<file path="config.mk">
export PLATFORM = sky130hd
export DESIGN_NAME = pulse_seq_gen
export DESIGN_NICKNAME = d
export VERILOG_FILES = /design/src/rtl/pulse_seq_pkg.sv /design/src/rtl/pulse_seq_trig_sync.sv /design/src/rtl/pulse_seq_gen.sv
export SDC_FILE = /design/constraint.sdc
export NUM_CORES = 1
export LEC_CHECK = 0
export CAP_MARGIN = 25
export CORE_ASPECT_RATIO = 2
export CORE_MARGIN = 2
export CORE_UTILIZATION = 35
export DETAILED_ROUTE_END_ITERATION = 8
export GPL_TIMING_DRIVEN = 0
export SETUP_SLACK_MARGIN = 0.05
export SYNTH_ARGS = -nofsm -noshare
export SYNTH_HDL_FRONTEND = slang
export SYNTH_HIERARCHICAL = 1
export SYNTH_SLANG_ARGS = --single-unit
</file>
<file path="constraint.sdc">
create_clock -name a_clk -period 11 [get_ports a_clk]
set_clock_uncertainty 0.1 [all_clocks]
set_input_delay 1.1 -clock a_clk [delete_from_list [all_inputs] [get_ports a_clk]]
set_output_delay 1.1 -clock a_clk [all_outputs]
set_load 0.005 [all_outputs]
</file>
<file path="src/rtl/pulse_seq_pkg.sv">
// Shared state encoding and flat-bus slicing helpers for the pulse sequencer.
package pulse_seq_pkg;

   typedef enum logic [1:0] {
      ST_IDLE  = 2'd0,
      ST_DELAY = 2'd1,
      ST_SEG   = 2'd2
   } state_t;

   localparam logic [15:0] OVERRUN_SAT = 16'hFFFF;

   function automatic int bank_lsb(input int bank, input int w);
      return bank * w;
   endfunction

   function automatic int seg_lsb(input int bank, input int seg, input int nseg, input int w);
      return ((bank * nseg) + seg) * w;
   endfunction

endpackage

</file>
<file path="src/rtl/pulse_seq_trig_sync.sv">
// Brings the asynchronous zero-crossing strobe into a_clk and emits a one-cycle
// event on its rising edge, with the bank select captured alongside it.
module pulse_seq_trig_sync #(
   parameter int DIR_W = 1
) (
   input  logic             a_clk,
   input  logic             a_rst,
   input  logic             trig_zero,
   input  logic [DIR_W-1:0] trig_dir,
   output logic             evt,
   output logic [DIR_W-1:0] evt_dir
);

   logic [2:0]       sync_r;
   logic [DIR_W-1:0] dir1_r;
   logic [DIR_W-1:0] dir2_r;

   // Synchroniser chain, edge detect and direction capture
   always_ff @(posedge a_clk or posedge a_rst) begin
      if (a_rst) begin
         sync_r  <= 3'b000;
         dir1_r  <= '0;
         dir2_r  <= '0;
         evt     <= 1'b0;
         evt_dir <= '0;
      end else begin
         sync_r <= {sync_r[1:0], trig_zero};
         dir1_r <= trig_dir;
         dir2_r <= dir1_r;
         evt    <= sync_r[1] & ~sync_r[2];
         if (sync_r[1] & ~sync_r[2]) begin
            evt_dir <= dir2_r;
         end
      end
   end

endmodule

</file>
<file path="src/rtl/pulse_seq_gen.sv">
// Zero-crossing-triggered multi-segment pulse sequencer: per-bank delay followed
// by NSEG (width, height) segments, framed by pre/post bias levels.
module pulse_seq_gen #(
   parameter int DATA_WIDTH = 16,
   parameter int CNT_WIDTH  = 16,
   parameter int NSEG       = 4,
   parameter int NBANK      = 2,
   parameter int DECIM_LOG2 = 2
) (
   input  logic                                  a_clk,
   input  logic                                  a_rst,
   input  logic                                  trig_zero,
   input  logic [$clog2(NBANK)-1:0]              trig_dir,
   input  logic                                  cfg_enable,
   input  logic                                  cfg_alternate,
   input  logic [NBANK*CNT_WIDTH-1:0]            cfg_delay,
   input  logic [NBANK*NSEG*CNT_WIDTH-1:0]       cfg_width,
   input  logic [NBANK*NSEG*DATA_WIDTH-1:0]      cfg_height,
   input  logic [DATA_WIDTH-1:0]                 cfg_bias_pre,
   input  logic [DATA_WIDTH-1:0]                 cfg_bias_post,
   output logic [DATA_WIDTH-1:0]                 M_AXIS_tdata,
   output logic                                  M_AXIS_tvalid,
   output logic                                  busy,
   output logic [$clog2(NBANK)-1:0]              active_bank,
   output logic [((NSEG > 1) ? $clog2(NSEG) : 1)-1:0] seg_index,
   output logic [15:0]                           overrun_count
);
   import pulse_seq_pkg::*;

   localparam int BANK_W = $clog2(NBANK);
   localparam int SEG_W  = (NSEG > 1) ? $clog2(NSEG) : 1;
   localparam logic [CNT_WIDTH-1:0] CNT_ONE = CNT_WIDTH'(1);

   logic                  evt_s;
   logic [BANK_W-1:0]     evt_dir_s;
   logic                  tick_s;
   logic                  accept_s;
   logic                  overrun_inc_s;
   logic [CNT_WIDTH-1:0]  cfg_delay_sel_s;

   state_t                state_r, state_nx_s;
   logic [CNT_WIDTH-1:0]  cnt_r, cnt_nx_s;
   logic [SEG_W-1:0]      seg_r, seg_nx_s;
   logic [SEG_W-1:0]      nxt_idx_s;
   logic                  nxt_found_s;
   logic [DATA_WIDTH-1:0] tdata_r, tdata_nx_s;
   logic                  busy_r, busy_nx_s;
   logic                  tvalid_r;
   logic [BANK_W-1:0]     last_bank_r;
   logic                  last_vld_r;
   logic [15:0]           overrun_r;

   logic [CNT_WIDTH-1:0]  width_sh_r  [NSEG];
   logic [DATA_WIDTH-1:0] height_sh_r [NSEG];
   logic [DATA_WIDTH-1:0] pre_sh_r;
   logic [DATA_WIDTH-1:0] post_sh_r;

   pulse_seq_trig_sync #(.DIR_W(BANK_W)) u_trig_sync (
      .a_clk     (a_clk),
      .a_rst     (a_rst),
      .trig_zero (trig_zero),
      .trig_dir  (trig_dir),
      .evt       (evt_s),
      .evt_dir   (evt_dir_s)
   );

   generate
      if (DECIM_LOG2 == 0) begin : g_nodiv
         assign tick_s = 1'b1;
      end else begin : g_div
         logic [DECIM_LOG2-1:0] div_r;
         // Free-running tick divider
         always_ff @(posedge a_clk or posedge a_rst) begin
            if (a_rst) begin
               div_r <= '0;
            end else begin
               div_r <= div_r + DECIM_LOG2'(1);
            end
         end
         assign tick_s = (div_r == '0);
      end
   endgenerate

   assign cfg_delay_sel_s = cfg_delay[bank_lsb(int'(evt_dir_s), CNT_WIDTH) +: CNT_WIDTH];

   // Lowest-index segment after the current one with a nonzero width
   always_comb begin
      logic hit_v;
      hit_v       = 1'b0;
      nxt_found_s = 1'b0;
      nxt_idx_s   = '0;
      for (int i = NSEG - 1; i >= 0; i--) begin
         hit_v       = ((state_r == ST_DELAY) || (i > int'(seg_r))) && (width_sh_r[i] != '0);
         nxt_found_s = nxt_found_s | hit_v;
         nxt_idx_s   = hit_v ? SEG_W'(i) : nxt_idx_s;
      end
   end

   // Next-state and next-output logic; sequencing advances only on ticks
   always_comb begin
      state_nx_s    = state_r;
      cnt_nx_s      = cnt_r;
      seg_nx_s      = seg_r;
      tdata_nx_s    = tdata_r;
      busy_nx_s     = busy_r;
      accept_s      = 1'b0;
      overrun_inc_s = 1'b0;
      case (state_r)
         ST_IDLE: begin
            if (evt_s && cfg_enable && (!cfg_alternate || !last_vld_r || (evt_dir_s != last_bank_r))) begin
               accept_s   = 1'b1;
               state_nx_s = ST_DELAY;
               cnt_nx_s   = cfg_delay_sel_s;
               seg_nx_s   = '0;
            end else if (tick_s) begin
               tdata_nx_s = post_sh_r;
               busy_nx_s  = 1'b0;
               seg_nx_s   = '0;
            end else begin
               state_nx_s = ST_IDLE;
            end
         end
         ST_DELAY, ST_SEG: begin
            overrun_inc_s = evt_s;
            if (!tick_s) begin
               state_nx_s = state_r;
            end else if (!cfg_enable || ((cnt_r == '0) && !nxt_found_s)) begin
               state_nx_s = ST_IDLE;
               cnt_nx_s   = '0;
               seg_nx_s   = '0;
               tdata_nx_s = post_sh_r;
               busy_nx_s  = 1'b0;
            end else if (cnt_r != '0) begin
               cnt_nx_s   = cnt_r - CNT_ONE;
               tdata_nx_s = (state_r == ST_DELAY) ? pre_sh_r : height_sh_r[seg_r];
               busy_nx_s  = 1'b1;
            end else begin
               state_nx_s = ST_SEG;
               seg_nx_s   = nxt_idx_s;
               cnt_nx_s   = width_sh_r[nxt_idx_s] - CNT_ONE;
               tdata_nx_s = height_sh_r[nxt_idx_s];
               busy_nx_s  = 1'b1;
            end
         end
         default: begin
            state_nx_s = ST_IDLE;
            cnt_nx_s   = '0;
            seg_nx_s   = '0;
            tdata_nx_s = '0;
            busy_nx_s  = 1'b0;
         end
      endcase
   end

   // FSM state, counters, output registers, bank history and overrun counter
   always_ff @(posedge a_clk or posedge a_rst) begin
      if (a_rst) begin
         state_r     <= ST_IDLE;
         cnt_r       <= '0;
         seg_r       <= '0;
         tdata_r     <= '0;
         busy_r      <= 1'b0;
         tvalid_r    <= 1'b0;
         last_bank_r <= '0;
         last_vld_r  <= 1'b0;
         overrun_r   <= 16'h0000;
      end else begin
         state_r  <= state_nx_s;
         cnt_r    <= cnt_nx_s;
         seg_r    <= seg_nx_s;
         tdata_r  <= tdata_nx_s;
         busy_r   <= busy_nx_s;
         tvalid_r <= 1'b1;
         if (accept_s) begin
            last_bank_r <= evt_dir_s;
            last_vld_r  <= 1'b1;
         end
         if (overrun_inc_s && (overrun_r != OVERRUN_SAT)) begin
            overrun_r <= overrun_r + 16'd1;
         end
      end
   end

   // Shadow copy of the accepted bank's configuration
   always_ff @(posedge a_clk or posedge a_rst) begin
      if (a_rst) begin
         pre_sh_r  <= '0;
         post_sh_r <= '0;
         for (int k = 0; k < NSEG; k++) begin
            width_sh_r[k]  <= '0;
            height_sh_r[k] <= '0;
         end
      end else if (accept_s) begin
         pre_sh_r  <= cfg_bias_pre;
         post_sh_r <= cfg_bias_post;
         for (int k = 0; k < NSEG; k++) begin
            width_sh_r[k]  <= cfg_width[seg_lsb(int'(evt_dir_s), k, NSEG, CNT_WIDTH) +: CNT_WIDTH];
            height_sh_r[k] <= cfg_height[seg_lsb(int'(evt_dir_s), k, NSEG, DATA_WIDTH) +: DATA_WIDTH];
         end
      end
   end

   assign M_AXIS_tdata  = tdata_r;
   assign M_AXIS_tvalid = tvalid_r;
   assign busy          = busy_r;
   assign active_bank   = last_bank_r;
   assign seg_index     = seg_r;
   assign overrun_count = overrun_r;

endmodule

</file>
After elaboration in Yosys (flattened, before gate mapping)
Index checks and enable logic that the tools add are counted.
{ "totals": {"in_bits": 326, "word_cells": 140, "regBits": 225, "output_inout_bits": 37} }
{ "classes": {"order_cmp": 5, "eq_ne": 11, "add_sub_neg": 7, "muxes": 45, "bitwise_logic": 7, "n_shift": 9, "reduce_logical": 31} }
{ "op_table": {"columns": ["op", "n"], "rows": [
  ["128-bit by 32-bit indexed part select with 16-bit output", 3],
  ["128-bit by 9-bit indexed part select with 16-bit output", 3],
  ["16-bit two-way mux", 16],
  ["128-bit by 8-bit indexed part select with 16-bit output", 2],
  ["16-bit binary-select mux with 2-bit select", 3],
  ["16-bit nonzero test", 5],
  ["16-bit case mux with 2 select lines", 2],
  ["32-bit by 6-bit indexed part select with 16-bit output", 1],
  ["16-bit by 1-bit subtractor with 16-bit output (second input constant)", 2],
  ["2-bit two-way mux", 14],
  ["16-bit by 1-bit adder with 16-bit output (second input constant)", 1],
  ["16-bit logical NOT", 1],
  ["16-bit inequality test (second input constant)", 1],
  ["3-bit inequality test (second input constant)", 3],
  ["3-bit AND reduction", 3],
  ["3-bit by 2-bit adder with 4-bit output (second input constant)", 2],
  ["1-bit logical AND", 8],
  ["2-bit inequality test (second input constant)", 4],
  ["2-bit case mux with 2 select lines", 2],
  ["1-bit two-way mux", 7],
  ["3-bit >= comparator (second input constant)", 2],
  ["1-bit logical OR", 6],
  ["2-bit NOT with 3-bit output", 2],
  ["3-bit by 1-bit adder with 4-bit output (second input constant)", 1],
  ["14 further kinds", 21]
]} }

Logic depth before layout (Yosys ltp)
Gate-level depths: netlist (run 1).
{ "depth": {"ltp_word": 16, "depth_mapped": 14, "ltp_nobuf": 12} }

Cells and area by module
Netlist (run 1), hierarchy kept.
{ "by_module_without_submodules": {"columns": ["module", "n_inst", "seq_area_each_um2", "cells_each", "area_each_um2"], "rows": [
  ["pulse_seq_gen", 1, 5455.2, 1255, 12293.0],
  ["pulse_seq_trig_sync", 1, 175.2, 10, 207.7]
]} }

Worst setup path before layout (run 1)
No wires, ideal clock.
{ "synth_timing": {"kind": "register to register", "startpoint": "register width_sh_r[24] (netlist bit)", "endpoint": "register cnt_r[15]", "synth_period_minus_slack_ns": 3.459, "arrival_ns": 3.235, "path_buffers": 0, "setup_slack_ns": 7.541, "stages_incl_launch_ff": 10, "required_ns": 10.776, "setup_time_ns": 0.124, "cell_sequence": "dfrtp_1 -> or4_4 -> o41ai_4 -> nand3_1 -> a21boi_2 -> mux2_2 -> a221oi_1 -> and3b_1 -> a21oi_1 -> a211o_1"} }
{ "synth_via": {"elab_chain_len": 14, "word_cells_on_any_way": 20, "cone_classes": "add/sub: 1; mux: 10; bitwise: 4; reduce/logical: 5"} }
{ "synth_rtl": {"columns": ["item", "line", "rtl"], "rows": [
  ["start: declaration", "pulse_seq_gen.sv:53", "logic [CNT_WIDTH-1:0] width_sh_r [NSEG];"],
  ["start signal: indexed assignment", "pulse_seq_gen.sv:197", "width_sh_r[k] <= cfg_width[seg_lsb(int'(evt_dir_s), k, NSEG, CNT_WIDTH) +: CNT_WIDTH];"],
  ["16-bit nonzero test", "pulse_seq_gen.sv:93", "hit_v = ((state_r == ST_DELAY) || (i > int'(seg_r))) && (width_sh_r[i] != '0);"],
  ["1-bit logical AND", "pulse_seq_gen.sv:93", null],
  ["2-bit two-way mux (3 in series)", "pulse_seq_gen.sv:95", "nxt_idx_s = hit_v ? SEG_W'(i) : nxt_idx_s;"],
  ["2-bit NOT with 3-bit output (not written as such)", "pulse_seq_gen.sv:140", "cnt_nx_s = width_sh_r[nxt_idx_s] - CNT_ONE;"],
  ["16-bit binary-select mux with 2-bit select", "pulse_seq_gen.sv:140", null],
  ["16-bit two-way mux (not written as such) (2 in series)", "pulse_seq_gen.sv:140", null],
  ["16-bit by 1-bit subtractor with 16-bit output", "pulse_seq_gen.sv:140", null],
  ["16-bit two-way mux", "pulse_seq_gen.sv:133", "end else if (cnt_r != '0) begin"],
  ["16-bit two-way mux (*)", "pulse_seq_gen.sv:127", "end else if (!cfg_enable || ((cnt_r == '0) && !nxt_found_s)) begin"],
  ["16-bit two-way mux (*)", "pulse_seq_gen.sv:125", "if (!tick_s) begin"],
  ["16-bit case mux with 2 select lines (*)", "pulse_seq_gen.sv:108", "case (state_r)"],
  ["end signal: assignment", "pulse_seq_gen.sv:169", "cnt_r <= cnt_nx_s;"],
  ["end: declaration", "pulse_seq_gen.sv:42", "logic [CNT_WIDTH-1:0] cnt_r, cnt_nx_s;"]
]} }
Every way passes the cells marked *; elsewhere a longest branch is shown, timed or not. The select of a mux whose other input is x is not followed.
A chain may end at the register's enable or synchronous reset.

Worst setup path after layout (run 1)
{ "layout_timing": {"startpoint": "register state_r[1]", "endpoint": "register cnt_r[14]"} }
{ "layout_via": {"elab_chain_len": 16, "word_cells_on_any_way": 33, "cone_classes": "add/sub: 1; eq/ne: 4; mux: 11; bitwise: 4; reduce/logical: 13"} }
{ "layout_rtl": {"columns": ["item", "line", "rtl"], "rows": [
  ["start: declaration", "pulse_seq_gen.sv:41", "state_t state_r, state_nx_s;"],
  ["start signal: assignment", "pulse_seq_gen.sv:168", "state_r <= state_nx_s;"],
  ["2-bit by 1-bit equality test with 1-bit output", "pulse_seq_gen.sv:93, pulse_seq_gen.sv:108", null],
  ["1-bit logical OR", "pulse_seq_gen.sv:93", null],
  ["1-bit logical AND", "pulse_seq_gen.sv:93", null],
  ["2-bit two-way mux (4 in series)", "pulse_seq_gen.sv:95", null],
  ["2-bit NOT with 3-bit output (not written as such)", "pulse_seq_gen.sv:140", null],
  ["16-bit binary-select mux with 2-bit select", "pulse_seq_gen.sv:140", null],
  ["16-bit two-way mux (not written as such) (2 in series)", "pulse_seq_gen.sv:140", null],
  ["16-bit by 1-bit subtractor with 16-bit output", "pulse_seq_gen.sv:140", null],
  ["16-bit two-way mux", "pulse_seq_gen.sv:133", null],
  ["16-bit two-way mux", "pulse_seq_gen.sv:127", null],
  ["16-bit two-way mux", "pulse_seq_gen.sv:125", null],
  ["16-bit case mux with 2 select lines", "pulse_seq_gen.sv:108", null]
]} }
Parallel ways exist; a longest one is shown, timed or not. The select of a mux whose other input is x is not followed.

==> impl_metrics.toml, run 1 <==
[clocking]
cts_buffer_depth = 3
insertion_delay_ns = 0.53
cts_max_level = 1
numCtsBuffers = 22
path_clk_slew_ns = 0.06
ctsResizeCount = 0
cts_setup_buffers = 0
cts_tree = "yes"
cts_sinks = 225
clock-root-buffer = "clkbuf_16"
cts_hold_buffers = 0

[pwr]
p_leak_nw = 7.63
power_density_nw_per_um2 = 227
ir_drop_mv = 0.126

[outcome]
outcome = "completed"

[final_layout]
layout-drive-gt1-share = 0.0839
nets = 1984
area.growth.synth_to_final_pct = 40.1

[route]
finalWirelength_mm = 48.5
antenna_left = 0
vias = 11400
drt_iter0_markers = 769
routedWlPerCell_um = 22.9
drc = 0
drt_pass1_iterations = 7
vias_per_cell = 5.40

[logic_synthesis]
ys.flop_type = "dfrtp_1"
yosysSeqAreaShare = 0.450
synth_edf_count = 0
synth_seq_cells = 225
ys_warn_count = 6
netlist_instances = 1265
synth_common_cells = "nand2_1, dfrtp_1, o21ai_0"
yosysTopAreaCellShare = 0.450
yosys.cell_count.top_type = "nand2_1"
yosys.area.top_type = "dfrtp_1"
syn_area_um2 = 12500
synth.distinct_cells = 81
synth_area_per_cell_um2 = 9.88
async_flop_share = 1.00
postSynthNetCount = 1597
synthTopCellsByArea = "dfrtp_1, mux2i_1, nand2_1"

[grt]
grt_max_degree = 117
antenna_found_initial = 1
grt_pass1_wl_mm = 72.4
grt_pass1_vias = 12100
grt_usage = 0.261
overflow = 0

[die]
fp.dieW_um = 138
rows = 97
pin_count = 363
start_util = 0.356
design.die.area_um2 = 37300
die_h_um = 271
core_um2 = 35100

[sta]
period_needed_ns = 4.48
rsz0062_at_grt = "false"
fin_crit_sh = 0.408
slew_headroom = 0.361
max_freq_ghz = 0.223
fin_tns_setup_ns = 0
fin_ws_ns = 6.52
hold_viol_final = 0
hold_ws_ns = 0.255
tightest_slew_ns = 0.958
setup_violations = 0
drv_slew = 0

[placement]
dpl_worst_slack_ns = 6.54
port-buffer-count = 362
post-dp-hpwl_mm = 39.5
gpl.final_weighted_congestion = 0.909

[job]
maxCapViolations = 0

[critical_path]
critPathKind = "reg2reg"
crit_path_end_kind = "register"
cp_max_fo = 10
cp.required_ns = 11.31
cp-start-kind = "register"
arrival_ns = 4.79

[min_path]
hp-class = "reg2reg"
-- kinds of logic after synthesis --
| family | Yosys count | share of synthesized area |
|---|---|---|
| multiplexers | 203 | 0.183 |
| AO/OA/AOI/OAI | 309 | 0.162 |
| adder cells (fa/ha/maj) | 6 | 0.00601 |
| other | 1 | 0.000300 |
| buffers and inverters | 103 | 0.0358 |
| flip-flops | 225 | 0.450 |
| XOR/XNOR | 26 | 0.0182 |
| AND/OR/NAND/NOR | 392 | 0.145 |
-- area by class of cell --
type | count | area [µm²]
timing repair buffer | 363 | 3650
inverter | 16 | 67.6
tap | 445 | 557
sequential | 225 | 5630
fill | 3338 | 17600
multi-input combinational | 937 | 6420
buffer | 87 | 388
antenna | 1 | 2.50
clock buffer | 28 | 634
clock inverter | 12 | 163
-- per-layer routing --
layer	track usage	share of wire
met5	0	0
met4	0.140	0.058
met3	0.0252	0.038
met2	0.523	0.58
met1	0.250	0.32
-- through the flow --
step                utilization  total power, mW  area (µm²)  cells
finish                    0.499             3.98       17500   2114
global route              0.499             4.23       17500   2114
CTS                       0.499             4.00       17500   2113
detailed placement        0.477             3.15       16700   2073
global placement          0.476             3.10       16700   2072
floorplan                     -             2.44       12500   1265
-- worst paths after layout --
check | slack, ns | end | startpoint | cells past startpoint
setup / recovery | 6.52 | cnt_r[14] | state_r[1] | 13
hold / removal | 0.25 | u_trig_sync/dir2_r | u_trig_sync/dir1_r | 0
setup reg to reg | 6.52 | cnt_r[14] | state_r[1] | 13
hold reg to reg | 0.25 | u_trig_sync/dir2_r | u_trig_sync/dir1_r | 0
max in group asynchronous | 8.67 | cnt_r[12] | a_rst | 3
min in group asynchronous | 0.86 | u_trig_sync/sync_r[0] | a_rst | 2
-- flip-flops by register name, summed over array words and instances, names as in the netlist, 2 cells and up --
name and count:
width_sh_r 64, pre_sh_r 16, height_sh_r 64, M_AXIS_tdata 16, post_sh_r 16, cnt_r 16
seg_index 2, u_trig_sync/sync_r 3, g_div.div_r 2, overrun_count 16, state_r 2
-- worst max-delay path, cell delays in order (launching register included) --
cell,delay [ns]
dfrtp_1,0.40
inv_1,0.08
ha_1,0.21
clkinv_1,0.44
a41o_1,0.49
clkbuf_8,0.21
dlygate4sd1_1,0.37
a41o_1,0.28
a311oi_1,0.50
ha_1,0.35
nand3_4,0.15
or3_4,0.43
o21a_1,0.20
o31ai_2,0.17
-- cell usage in the layout (no fill, tap or decap), drive strengths merged, types with 16 or more instances in the layout --
master / netlist / layout
a211oi: 18 / 18
a21oi: 21 / 21
a31oi: 38 / 38
and3: 22 / 22
clkbuf: 73 / 101
clkdlybuf4s50: 0 / 362
dfrtp: 225 / 225
mux2: 43 / 43
mux2i: 144 / 144
mux4: 16 / 16
nand2: 256 / 256
nand3: 35 / 35
nor2: 21 / 21
nor4: 16 / 16
o211ai: 17 / 17
o21ai: 160 / 160
-- power by group --
part           internal (mW)  total [mW]  switching [mW]
sequential              1.18        1.54           0.354
combinational          0.742        1.60           0.859
clock                  0.502       0.839           0.337
total                   2.43        3.98            1.55
Note: power is estimated with default switching activity, not from simulation.
==> run 2, diff against run 1 <==
- clock period: 11 -> 4.6 ns (I/O delays scaled with it)
==> run 2 against run 1 <==
  * Via count about the same
  * Non-clock buffer count grew 5
  * Worst hold slack worse by 0.11 ns
  * Largest power group unchanged
  * Clock power grew 130%
  * Maximum frequency increased by 1.6%
  * Critical path depth unchanged
  * Sequential share of layout area is 0.14 points lower
  * Sequential cell count unchanged
  * Core utilization increased by 0.22 points
  * Register-to-register slack worse by 6.3 ns
  * Sequential power up 140%
  * Clock-buffer cell count grew 3
==> impl_metrics.toml, run 2 (synthesis gave the netlist of run 1 again) <==
[route]
finalWirelength_mm = 48.8
antenna_left = 0
routedWlPerCell_um = 23.0
drt_iter0_markers = 579
vias_per_cell = 5.39
vias = 11400
drt_pass1_iterations = 6
drc = 0

[pwr]
power_density_nw_per_um2 = 540
p_leak_nw = 7.66
ir_drop_mv = 0.310

[outcome]
outcome = "completed"

[die]
fp.dieW_um = 138
die_h_um = 271
design.die.area_um2 = 37300
start_util = 0.356
rows = 97
pin_count = 363
core_um2 = 35100

[final_layout]
layout-drive-gt1-share = 0.0861
final_area_um2 = 17600
final_common_cell = "clkdlybuf4s50_1"
num-fill-cells = 3348
area.growth.synth_to_final_pct = 40.7
instances_no_fill = 2119
final_cell_mix = "clkdlybuf4s50_1, nand2_1, dfrtp_1, o21ai_0, mux2i_1"
seq_area_um2 = 5630
reg_top3 = "height_sh_r (64), width_sh_r (64)"
multiInputGateArea_um2 = 6420
nets = 1989

[critical_path]
cp_max_fo = 10
r2r_cells = 13
critPathCapture = "cnt_r[10]"
max_stage_delay_ns = 0.55
r2r_slack_ns = 0.19
cp_top_family = "compound AO/OA/AOI/OAI gates"
arrival_ns = 4.69
cp-start-kind = "register"
critPathBufInv = 4
startpoint = "state_r[1]"
crit_path_end_kind = "register"
slowest_stage = "a311oi_1"
worstReg2RegStart = "state_r[1]"
path_depth = 13
r2r-end = "cnt_r[10]"
crit_chain = "inv_1 -> ha_1 -> clkinvlp_4 -> a41o_1 -> clkbuf_8 -> dlygate4sd1_1 -> a41o_1 -> a311oi_1 -> ha_1 -> nand3_4 -> or3_4 -> xor2_1 -> o221ai_1"
cp.required_ns = 4.88
critPathKind = "reg2reg"

[grt]
overflow = 0
grt_max_degree = 40
antenna_found_initial = 2
grt_usage = 0.262
grt_pass1_wl_mm = 72.5
grt_pass1_vias = 12100

[placement]
post-dp-hpwl_mm = 40.4
dpl.cell_count = 2078
port-buffer-count = 362
dpl_worst_slack_ns = 0.0929
place_area_um2 = 16800
gpl.final_weighted_congestion = 0.911

[sta]
tightest_slew_ns = 0.997
rsz0062_at_grt = "false"
slew_headroom = 0.336
max_freq_ghz = 0.227
hold_viol_final = 0
setup_violations = 0
drv_slew = 0
fin_crit_sh = 0.959
fin_ws_ns = 0.188
period_needed_ns = 4.41

[clocking]
numCtsBuffers = 22
insertion_delay_ns = 0.52
cts_sinks = 225
cts_setup_buffers = 0
clock-root-buffer = "clkbuf_16"
cts_tree = "yes"
path_clk_slew_ns = 0.07
cts_buffer_depth = 3
cts_max_level = 1

[min_path]
hp-class = "in2async"

[job]
maxCapViolations = 0
==> run 2: changes by cell type in the layout (fill, tap and decap cells not counted), sizes merged <==
cell and change:
buf +5, clkbuf +3, clkinv -3, bufinv -1, clkinvlp +1, diode +1
inv -1
==> run 2: where the power goes <==
group / switching [mW] / internal, mW
logic: 2.07 / 1.78
clock network: 0.785 / 1.17
registers: 0.846 / 2.83
total: 3.70 / 5.79
==> run 2: layer usage <==
layer	GRT usage	wire length, µm	share of wire
met3	0.0250	1910	0.039
met4	0.145	3050	0.063
met2	0.526	28400	0.58
met5	0	0	0
met1	0.246	15400	0.32
==> run 2: worst min-delay path by stage <==
stage                                     start                     to  slack (ns)  depth (start not counted)
after floorplan                           a_rst     u_trig_sync/dir1_r        0.16                          1
after global placement    u_trig_sync/sync_r[0]  u_trig_sync/sync_r[1]        0.24                          0
after detailed placement     u_trig_sync/dir1_r     u_trig_sync/dir2_r        0.24                          0
after CTS                                 a_rst  u_trig_sync/sync_r[0]        0.13                          2
after global routing                      a_rst  u_trig_sync/sync_r[1]        0.18                          2
final                                     a_rst    u_trig_sync/evt_dir        0.15                          2
==> run 2: metrics by stage <==
stage	total power, mW	hold WS, ns	setup TNS (ns)	utilization
final	9.49	0.146	0	0.502
after global routing	10.1	0.179	0	0.502
after CTS	9.54	0.134	0	0.501
after detailed placement	7.56	0.237	0	0.479
after global placement	7.45	0.238	-103.71	0.476
after floorplan	5.84	0.163	0	-
==> run 2: what timing repair did <==
action	CTS	global route
hold buffers	0	0
setup endpoints to repair	0	5
resized for setup	0	1
==> run 2: final cells by class <==
cell class | count | area share
well taps | 445 | 0.0316
diodes | 2 | 0.000284
clock buffers | 31 | 0.0378
repair buffers | 368 | 0.213
inverters | 16 | 0.00384
flip-flops and latches | 225 | 0.320
plain buffers | 87 | 0.0220
clock inverters | 8 | 0.00654
multi-input cells | 937 | 0.365
